--- src/rtl/alu_pkg.sv ---
// Shared ALU op codes and arbiter FSM encoding.
package alu_pkg;

    typedef enum logic [2:0] {
        OP_ADD   = 3'b000,
        OP_SUB   = 3'b001,
        OP_AND   = 3'b010,
        OP_OR    = 3'b011,
        OP_NOT_A = 3'b100
    } alu_op_e;

    typedef enum logic [1:0] {
        ST_IDLE = 2'b00,
        ST_EXEC = 2'b01,
        ST_RESP = 2'b10
    } arb_state_e;

    localparam int DATA_W = 4;
    localparam int SEL_W  = 3;

endpackage

--- src/rtl/alu.sv ---
// Combinational 4-bit ALU; unsupported op codes yield zero with err set.
module alu
    import alu_pkg::*;
(
    input  logic [SEL_W-1:0]  sel,
    input  logic [DATA_W-1:0] a,
    input  logic [DATA_W-1:0] b,
    output logic [DATA_W-1:0] result,
    output logic              zero,
    output logic              err
);

    always_comb begin
        result = '0;
        err    = 1'b0;
        case (sel)
            OP_ADD:   result = a + b;
            OP_SUB:   result = a - b;
            OP_AND:   result = a & b;
            OP_OR:    result = a | b;
            OP_NOT_A: result = ~a;
            default:  err    = 1'b1;
        endcase
        zero = (result == '0);
    end

endmodule

--- src/rtl/alu_arbiter.sv ---
// Two-requester front end that serialises operations onto one shared ALU.
//   state | meaning
//   IDLE  | waiting; ready offered to the granted requester
//   EXEC  | captured operands drive the ALU; result registered on exit
//   RESP  | rsp_valid high until the consumer takes the result
module alu_arbiter
    import alu_pkg::*;
#(
    parameter logic FAIR = 1'b1
) (
    input  logic              clk,
    input  logic              rst_n,
    input  logic              req0_valid,
    output logic              req0_ready,
    input  logic [SEL_W-1:0]  req0_sel,
    input  logic [DATA_W-1:0] req0_a,
    input  logic [DATA_W-1:0] req0_b,
    input  logic              req1_valid,
    output logic              req1_ready,
    input  logic [SEL_W-1:0]  req1_sel,
    input  logic [DATA_W-1:0] req1_a,
    input  logic [DATA_W-1:0] req1_b,
    output logic              rsp_valid,
    input  logic              rsp_ready,
    output logic              rsp_id,
    output logic [DATA_W-1:0] rsp_result,
    output logic              rsp_zero,
    output logic              rsp_err,
    output logic              busy
);

    arb_state_e        state;
    arb_state_e        state_nxt;
    logic              last_id;
    logic [SEL_W-1:0]  op_sel;
    logic [DATA_W-1:0] op_a;
    logic [DATA_W-1:0] op_b;
    logic              op_id;
    logic              grant0;
    logic              grant1;
    logic              accept;
    logic [DATA_W-1:0] alu_result;
    logic              alu_zero;
    logic              alu_err;

    // Requester 1 wins only when alone, or in fair mode when 0 was served last.
    always_comb begin
        grant1 = req1_valid && (!req0_valid || (FAIR && !last_id));
        grant0 = req0_valid && !grant1;
    end

    always_ff @(posedge clk) begin
        if (!rst_n) begin
            state <= ST_IDLE;
        end else begin
            state <= state_nxt;
        end
    end

    always_comb begin
        state_nxt  = state;
        req0_ready = 1'b0;
        req1_ready = 1'b0;
        rsp_valid  = 1'b0;
        busy       = 1'b1;
        accept     = 1'b0;
        case (state)
            ST_IDLE: begin
                busy       = 1'b0;
                req0_ready = rst_n && grant0;
                req1_ready = rst_n && grant1;
                accept     = (req0_valid && req0_ready) || (req1_valid && req1_ready);
                if (accept) begin
                    state_nxt = ST_EXEC;
                end
            end
            ST_EXEC: begin
                state_nxt = ST_RESP;
            end
            ST_RESP: begin
                rsp_valid = 1'b1;
                if (rsp_ready) begin
                    state_nxt = ST_IDLE;
                end
            end
            default: begin
                state_nxt = ST_IDLE;
            end
        endcase
    end

    always_ff @(posedge clk) begin
        if (!rst_n) begin
            last_id    <= 1'b1;
            op_sel     <= '0;
            op_a       <= '0;
            op_b       <= '0;
            op_id      <= 1'b0;
            rsp_id     <= 1'b0;
            rsp_result <= '0;
            rsp_zero   <= 1'b0;
            rsp_err    <= 1'b0;
        end else begin
            if (accept) begin
                op_id   <= req1_ready;
                last_id <= req1_ready;
                op_sel  <= req1_ready ? req1_sel : req0_sel;
                op_a    <= req1_ready ? req1_a   : req0_a;
                op_b    <= req1_ready ? req1_b   : req0_b;
            end
            // Response fields only move on EXEC exit, so they hold through RESP.
            if (state == ST_EXEC) begin
                rsp_id     <= op_id;
                rsp_result <= alu_result;
                rsp_zero   <= alu_zero;
                rsp_err    <= alu_err;
            end
        end
    end

    alu u_alu (
        .sel    (op_sel),
        .a      (op_a),
        .b      (op_b),
        .result (alu_result),
        .zero   (alu_zero),
        .err    (alu_err)
    );

endmodule

--- config.mk ---
export PLATFORM = sky130hd
export DESIGN_NAME = alu_arbiter
export DESIGN_NICKNAME = d
export VERILOG_FILES = /design/src/rtl/alu_pkg.sv /design/src/rtl/alu.sv /design/src/rtl/alu_arbiter.sv
export SDC_FILE = /design/constraint.sdc
export NUM_CORES = 1
export LEC_CHECK = 0
export BUFFER_PORTS_ARGS = -buffer_cell sky130_fd_sc_hd__buf_4
export CAP_MARGIN = 15
export CORE_MARGIN = 2
export CORE_UTILIZATION = 26
export DETAILED_ROUTE_END_ITERATION = 8
export GPL_ROUTABILITY_DRIVEN = 1
export GPL_TIMING_DRIVEN = 0
export PLACE_DENSITY = 0.53
export SLEW_MARGIN = 20
export SYNTH_ARGS = -nofsm -noshare
export SYNTH_HDL_FRONTEND = slang
export SYNTH_SLANG_ARGS = --single-unit
--- constraint.sdc ---
create_clock -name clk -period 6.17 [get_ports clk]
set_input_delay 0 -clock clk [delete_from_list [all_inputs] [get_ports clk]]
set_output_delay 0 -clock clk [all_outputs]
set_load 0.03 [all_outputs]
* Word level (Yosys, flattened, before mapping) *
Index checks and enable logic that the tools add are counted.

storage, ports and cells
  register bits = 22
  bits of input ports = 27
  output and inout bits = 11
  word-level logic and storage cells = 52

operators by class
  bitwise gates (word level) = 3
  reduce and logical (&&, ||, !) cells = 16
  add/subtract/negate cells = 2
  equality and inequality tests = 8
  multiplexer cells = 13

operator list
  cell                number
  $pmux 4 s5          1
  $mux 4              2
  $eq 3x2->1 const B  2
  $logic_and 1x1->1   6
  $mux 1              6
  $pmux 2 s3          1
  $reduce_or 5->1     1
  $add 4x4->4         1
  $and 4x4->4         1
  $logic_not 4->1     1
  $mux 2              2
  $ne 2x2->1 const B  2
  $not 4->4           1
  $or 4x4->4          1
  $sub 4x4->4         1
  $eq 3x1->1 const B  1
  $eq 3x3->1 const B  1
  $logic_not 1->1     3
  $logic_not 3->1     1
  $mux 3              1
  $eq 2x1->1 const B  1
  $eq 2x2->1 const B  1
  $logic_not 2->1     1
  $logic_or 1x1->1    2
  $reduce_and 2->1    1

* Longest topological paths before layout *
  depth in word-level cells = 10
  depth in mapped cells = 12
  gate-level depth less buffers = 11

* Cells and area by module *
Synthesis repeated with hierarchy kept, for this count alone.

second synthesis, totals
  cells, all modules = 149
  area, all modules = 1,405.1 sq um

by module, submodules not included
  module       times used  seq. area each (sq um)  area each (sq um)  cells each
  alu_arbiter  1           440.4                   1,027.2            99
  alu          1           0.0                     377.9              50

* Least setup slack after synthesis *
OpenSTA, ideal clock, no wires.

  path type = register to register
  from = register op_sel[2]
  to = register rsp_zero
  data arrival time = 2.127 ns
  data required time = 6.055 ns
  cell stages (with the launch flop) = 11
  slack = 3.927 ns
  period minus slack after synthesis = 2.243 ns
  library setup time = 0.115 ns
  path buffers = 1
  path through = dfxtp_1 > buf_2 > nor2_1 > nand2_1 > a21o_1 > fa_1 > xnor2_1 > nor2_1 > o32a_1 > and4_1 > a31o_1

on the way
  cells in the longest elaborated chain, start to end = 3
  elaborated cells on any way between the ends = 7
  those cells by class = eq/ne (4); mux (1); reduce/logical (2)

ends and longest elaborated chain
  what                                RTL line            RTL
  start, declared                     alu_arbiter.sv:35   logic [SEL_W-1:0] op_sel;
  start signal, assigned              alu_arbiter.sv:107  op_sel <= req1_ready ? req1_sel : req0_sel;
  $eq 3x3->1 (tied with other cells)  alu.sv:16           case (sel)
  $pmux 4 s5 *                        alu.sv:16
  $logic_not 4->1 *                   alu.sv:24           zero = (result == '0);
  end signal, assigned                alu_arbiter.sv:115  rsp_zero <= alu_zero;
  end, declared                       alu_arbiter.sv:27   output logic rsp_zero,

Every way passes the cells marked *; elsewhere a longest branch is shown, timed or not.
A chain may end at the register's enable or synchronous reset.

* Worst setup path in the final report *
Ends and elaborated chain as after synthesis.

==> summary.md <==
| Metric | Value |
|---|---|
| Clk slew on worst S/H paths | `0.08 ns` |
| Arrival time at the worst endpoint | `2.58 ns` |
| Layout Nets | `223` |
| Worst r2r path cells | `10` |
| Worst-case vdd ir drop | `0.1425 mV` |
| Synth unique cells | `41` |
| Post-synthesis cell area | `1244 sq um` |
| CP most frequent cell | `nor2_1` |
| First-pass GRT wire length | `4657 um` |
| Vias in the first global route | `1021` |
| Outcome | `finished, violations left` |
| Tot Pwr | `406.0 uW` |
| Final setup fails | `0` |
| Worst path required time | `6.33 ns` |
| Type of origin of the critical path | `flip-flop` |
| Die width | `73.16 um` |
| Number of buffers and inverters on the critical path | `1` |
| # DRC | `0` |
| Cells after Synth | `147` |
| Routed wire length | `2812 um` |
| Pre-CTS WS | `3.751 ns` |
| Dominant synthesized flop cell | `dfxtp_1` |
| Drt wl/cell | `11.67 um` |
| Max Cap Violations | `0` |
| Detail Placement HPWL | `2243 um` |
| Worst Min Path Start | `rsp_ready` |
| Site Rows | `25` |
| Kind of critical path | `reg -> reg` |
| Final instance area | `1633 sq um` |
| Max Clock Freq | `412.8 MHz` |
| ANT nets after route | `0` |
| Dominant cells by area after synthesis | `dfxtp_1 (35%), ha_1 (6.0%), a21oi_1 (4.8%)` |
| Setup TNS | `0 ns` |
| FF-to-FF End | `rsp_zero$_SDFFE_PN0N_` |
| Initial antenna violation count | `0` |
| Hold-critical path endpoint | `state[1]$_SDFFE_PN0P_` |
| DR vias/cell | `4.668` |
| Synth top area share | `35.41%` |
| Sequential area share after synthesis | `35.41%` |
| Clk buf depth | `2` |
| Hold slack | `-0.002528 ns` |
| Largest net degree at the start of global routing | `12` |
| R2R Setup Slk | `3.75 ns` |
| Synth async-reset ratio | `0%` |
| CTS tree | `yes` |
| Pwr Density | `248.6 nW/um^2` |
| Gr usage total | `11.20%` |
| Yosys warning count | `0` |
| EDFF count, synth | `0` |
| Hold WC Path Type | `in -> reg` |
| Vias after detailed routing | `1125` |
| Worst-Margin Slew | `0.5513 ns` |
| CP delay by family, top | `compound AO/OA/AOI/OAI gates` |
| Clock tree root buffer cell | `clkbuf_8` |
| Cells on Worst Hold Path | `3` |
| Initial core utilization | `26.68%` |
| Mean Syn Cell Area | `8.460 sq um` |
| GRT overflow | `0` |
| CP peak stage delay | `0.41 ns` |
| CP max stage cell | `fa_1` |
| RSZ-0062 raised after global routing | `no` |
| Initial DRC count | `24` |
| Violated checks | `hold timing` |
| Core Box Area | `4661 sq um` |
| Die Y | `73.16 um` |
| Die area | `5352 sq um` |
| Syn Nets | `181` |
| Area delta synth->final | `31.29%` |
| Leakage | `0.0007163 uW` |
| Post-route insts no fill | `241` |
| H-tree lvl count | `1` |
| Slew margin rel. | `63.25%` |
| Port bufs | `36` |
| Ratio of cells with drive above 1 in the final layout | `28.88%` |
| Part of the cycle the worst path needs | `39.26%` |
| Min cycle time layout | `2.422 ns` |
| TritonCTS buffer count | `3` |
| N_diodes | `0` |
| Placed inst area | `1582 sq um` |
| TritonCTS Sinks | `22` |
| Ports | `38` |
| Fin. max-slew vios | `0` |
| Clock Skew | `0.004291 ns` |
| Placed cells | `237` |
| Drt pass-1 iters | `4` |
| Final WS setup | `3.748 ns` |
| Later-pin clock latency in the skew report | `0.26 ns` |
| Gpl congestion | `0.7653` |
| Fin. Hold Viols | `1` |
| Yosys reg bits | `22` |
| Crit. End Element | `flip-flop` |
| Cell taking the most area after synthesis | `dfxtp_1` |
| R2R Path Start | `op_sel[2]$_SDFFE_PN0P_` |
| Top fanout value on the critical path | `10` |
| Critical path, cell by cell | `buf_2 -> nor2_1 -> nand2_1 -> a21o_1 -> fa_1 -> xnor2_1 -> nor2_1 -> o32a_1 -> and4_1 -> a31o_1` |
-- what timing repair did --
item | CTS | global route
hold buffers | 1 | 0
gates resized for setup | 0 | 0
endpoints found under the setup margin | 0 | 0
endpoints found under the hold margin | 1 | 0
buffers inserted | 0 | 0
-- layout by cell type (no fill, tap or decap), types with 2 or more instances in the layout --
master,instances
a211oi_1,2
a21oi_1,12
a22oi_1,7
a31oi_1,2
and3_1,4
buf_2,3
buf_4,37
clkbuf_8,3
dfxtp_1,22
ha_1,6
inv_1,9
maj3_1,2
nand2_1,15
nand2b_1,2
nand3_1,2
nor2_1,16
nor2b_1,4
nor3_1,5
o21ai_0,4
o221ai_1,2
o22ai_1,3
xnor2_1,4
-- flip-flops by register name, summed over array words and instances (netlist names), 2 cells and up --
| signal | count |
|---|---|
| rsp_result | 4 |
| op_a | 4 |
| op_sel | 3 |
| op_b | 4 |
| state | 2 |
-- how the worst max path moves through the flow --
stage	startpoint	to	depth (start not counted)
3_3_place_gp	op_sel[2]$_SDFFE_PN0P_	rsp_zero$_SDFFE_PN0N_	10
5_1_grt	op_sel[2]$_SDFFE_PN0P_	rsp_zero$_SDFFE_PN0N_	12
4_1_cts	op_b[0]$_SDFFE_PN0P_	rsp_zero$_SDFFE_PN0N_	9
6_report	op_sel[2]$_SDFFE_PN0P_	rsp_zero$_SDFFE_PN0N_	10
3_5_place_dp	op_b[0]$_SDFFE_PN0P_	rsp_zero$_SDFFE_PN0N_	9
2_1_floorplan	op_sel[2]$_SDFFE_PN0P_	rsp_zero$_SDFFE_PN0N_	10
-- worst min-delay path, stage by stage --
cell and delay (ns):
buf_4 0.07, nand2b_1 0.09, a21oi_1 0.06
-- Yosys cell counts, types with 2 or more instances --
library cell,count
dfxtp_1,22
nor2_1,16
nand2_1,15
a21oi_1,12
inv_1,9
a22oi_1,7
ha_1,6
nor3_1,5
and3_1,4
nor2b_1,4
o21ai_0,4
xnor2_1,4
buf_2,3
o22ai_1,3
a211oi_1,2
a31oi_1,2
maj3_1,2
nand2b_1,2
nand3_1,2
o221ai_1,2
-- area by class of cell --
type / instances / area, sq um
Sequential cell: 22 / 440.4
Timing Repair Buffer: 37 / 280.3
Multi-Input combinational cell: 107 / 716.9
Clock buffer: 3 / 41.29
Inverter: 12 / 48.80
Fill cell: 489 / 3028
Buffer: 6 / 37.54
Tap cell: 54 / 67.56
-- kinds of logic (layout without fill, tap and decap cells) --
family	count (synthesis)	in the layout	share of synthesized area (%)
mux	1	1	0.9054
simple gates	54	54	23.24
compound gates	39	39	21.43
fa+ha+maj	9	9	9.256
flops	22	22	35.41
buf+inv	18	58	6.941
xor+xnor	4	4	2.817
-- per-stage QoR --
| step | util, % | hold WS [ns] |
|---|---|---|
| 2_1_floorplan | - | 0.1818 |
| 3_3_place_gp | 33.93 | 0.2594 |
| 3_5_place_dp | 33.93 | 0.2617 |
| 4_1_cts | 35.03 | 0.007276 |
| 5_1_grt | 35.03 | 0.003113 |
| 6_report | 35.03 | -0.002528 |
-- layer usage --
layer	up-vias	part of all wire, %	GRT usage (%)
li1	602	-	-
met4	0	0.64	1.235
met3	2	6.0	3.867
met2	36	40	16.02
met5	-	0	0
met1	485	54	16.64
-- power by group --
group,leakage [uW],total (uW),internal (uW),switching [uW]
logic,0.000514,150,69.2,80.5
registers,0.000180,168,157,11.7
clock network,0.0000216,88.2,43.6,44.6
total,0.000716,406,269,137
No activity file was read; power rests on OpenSTA's default activity.
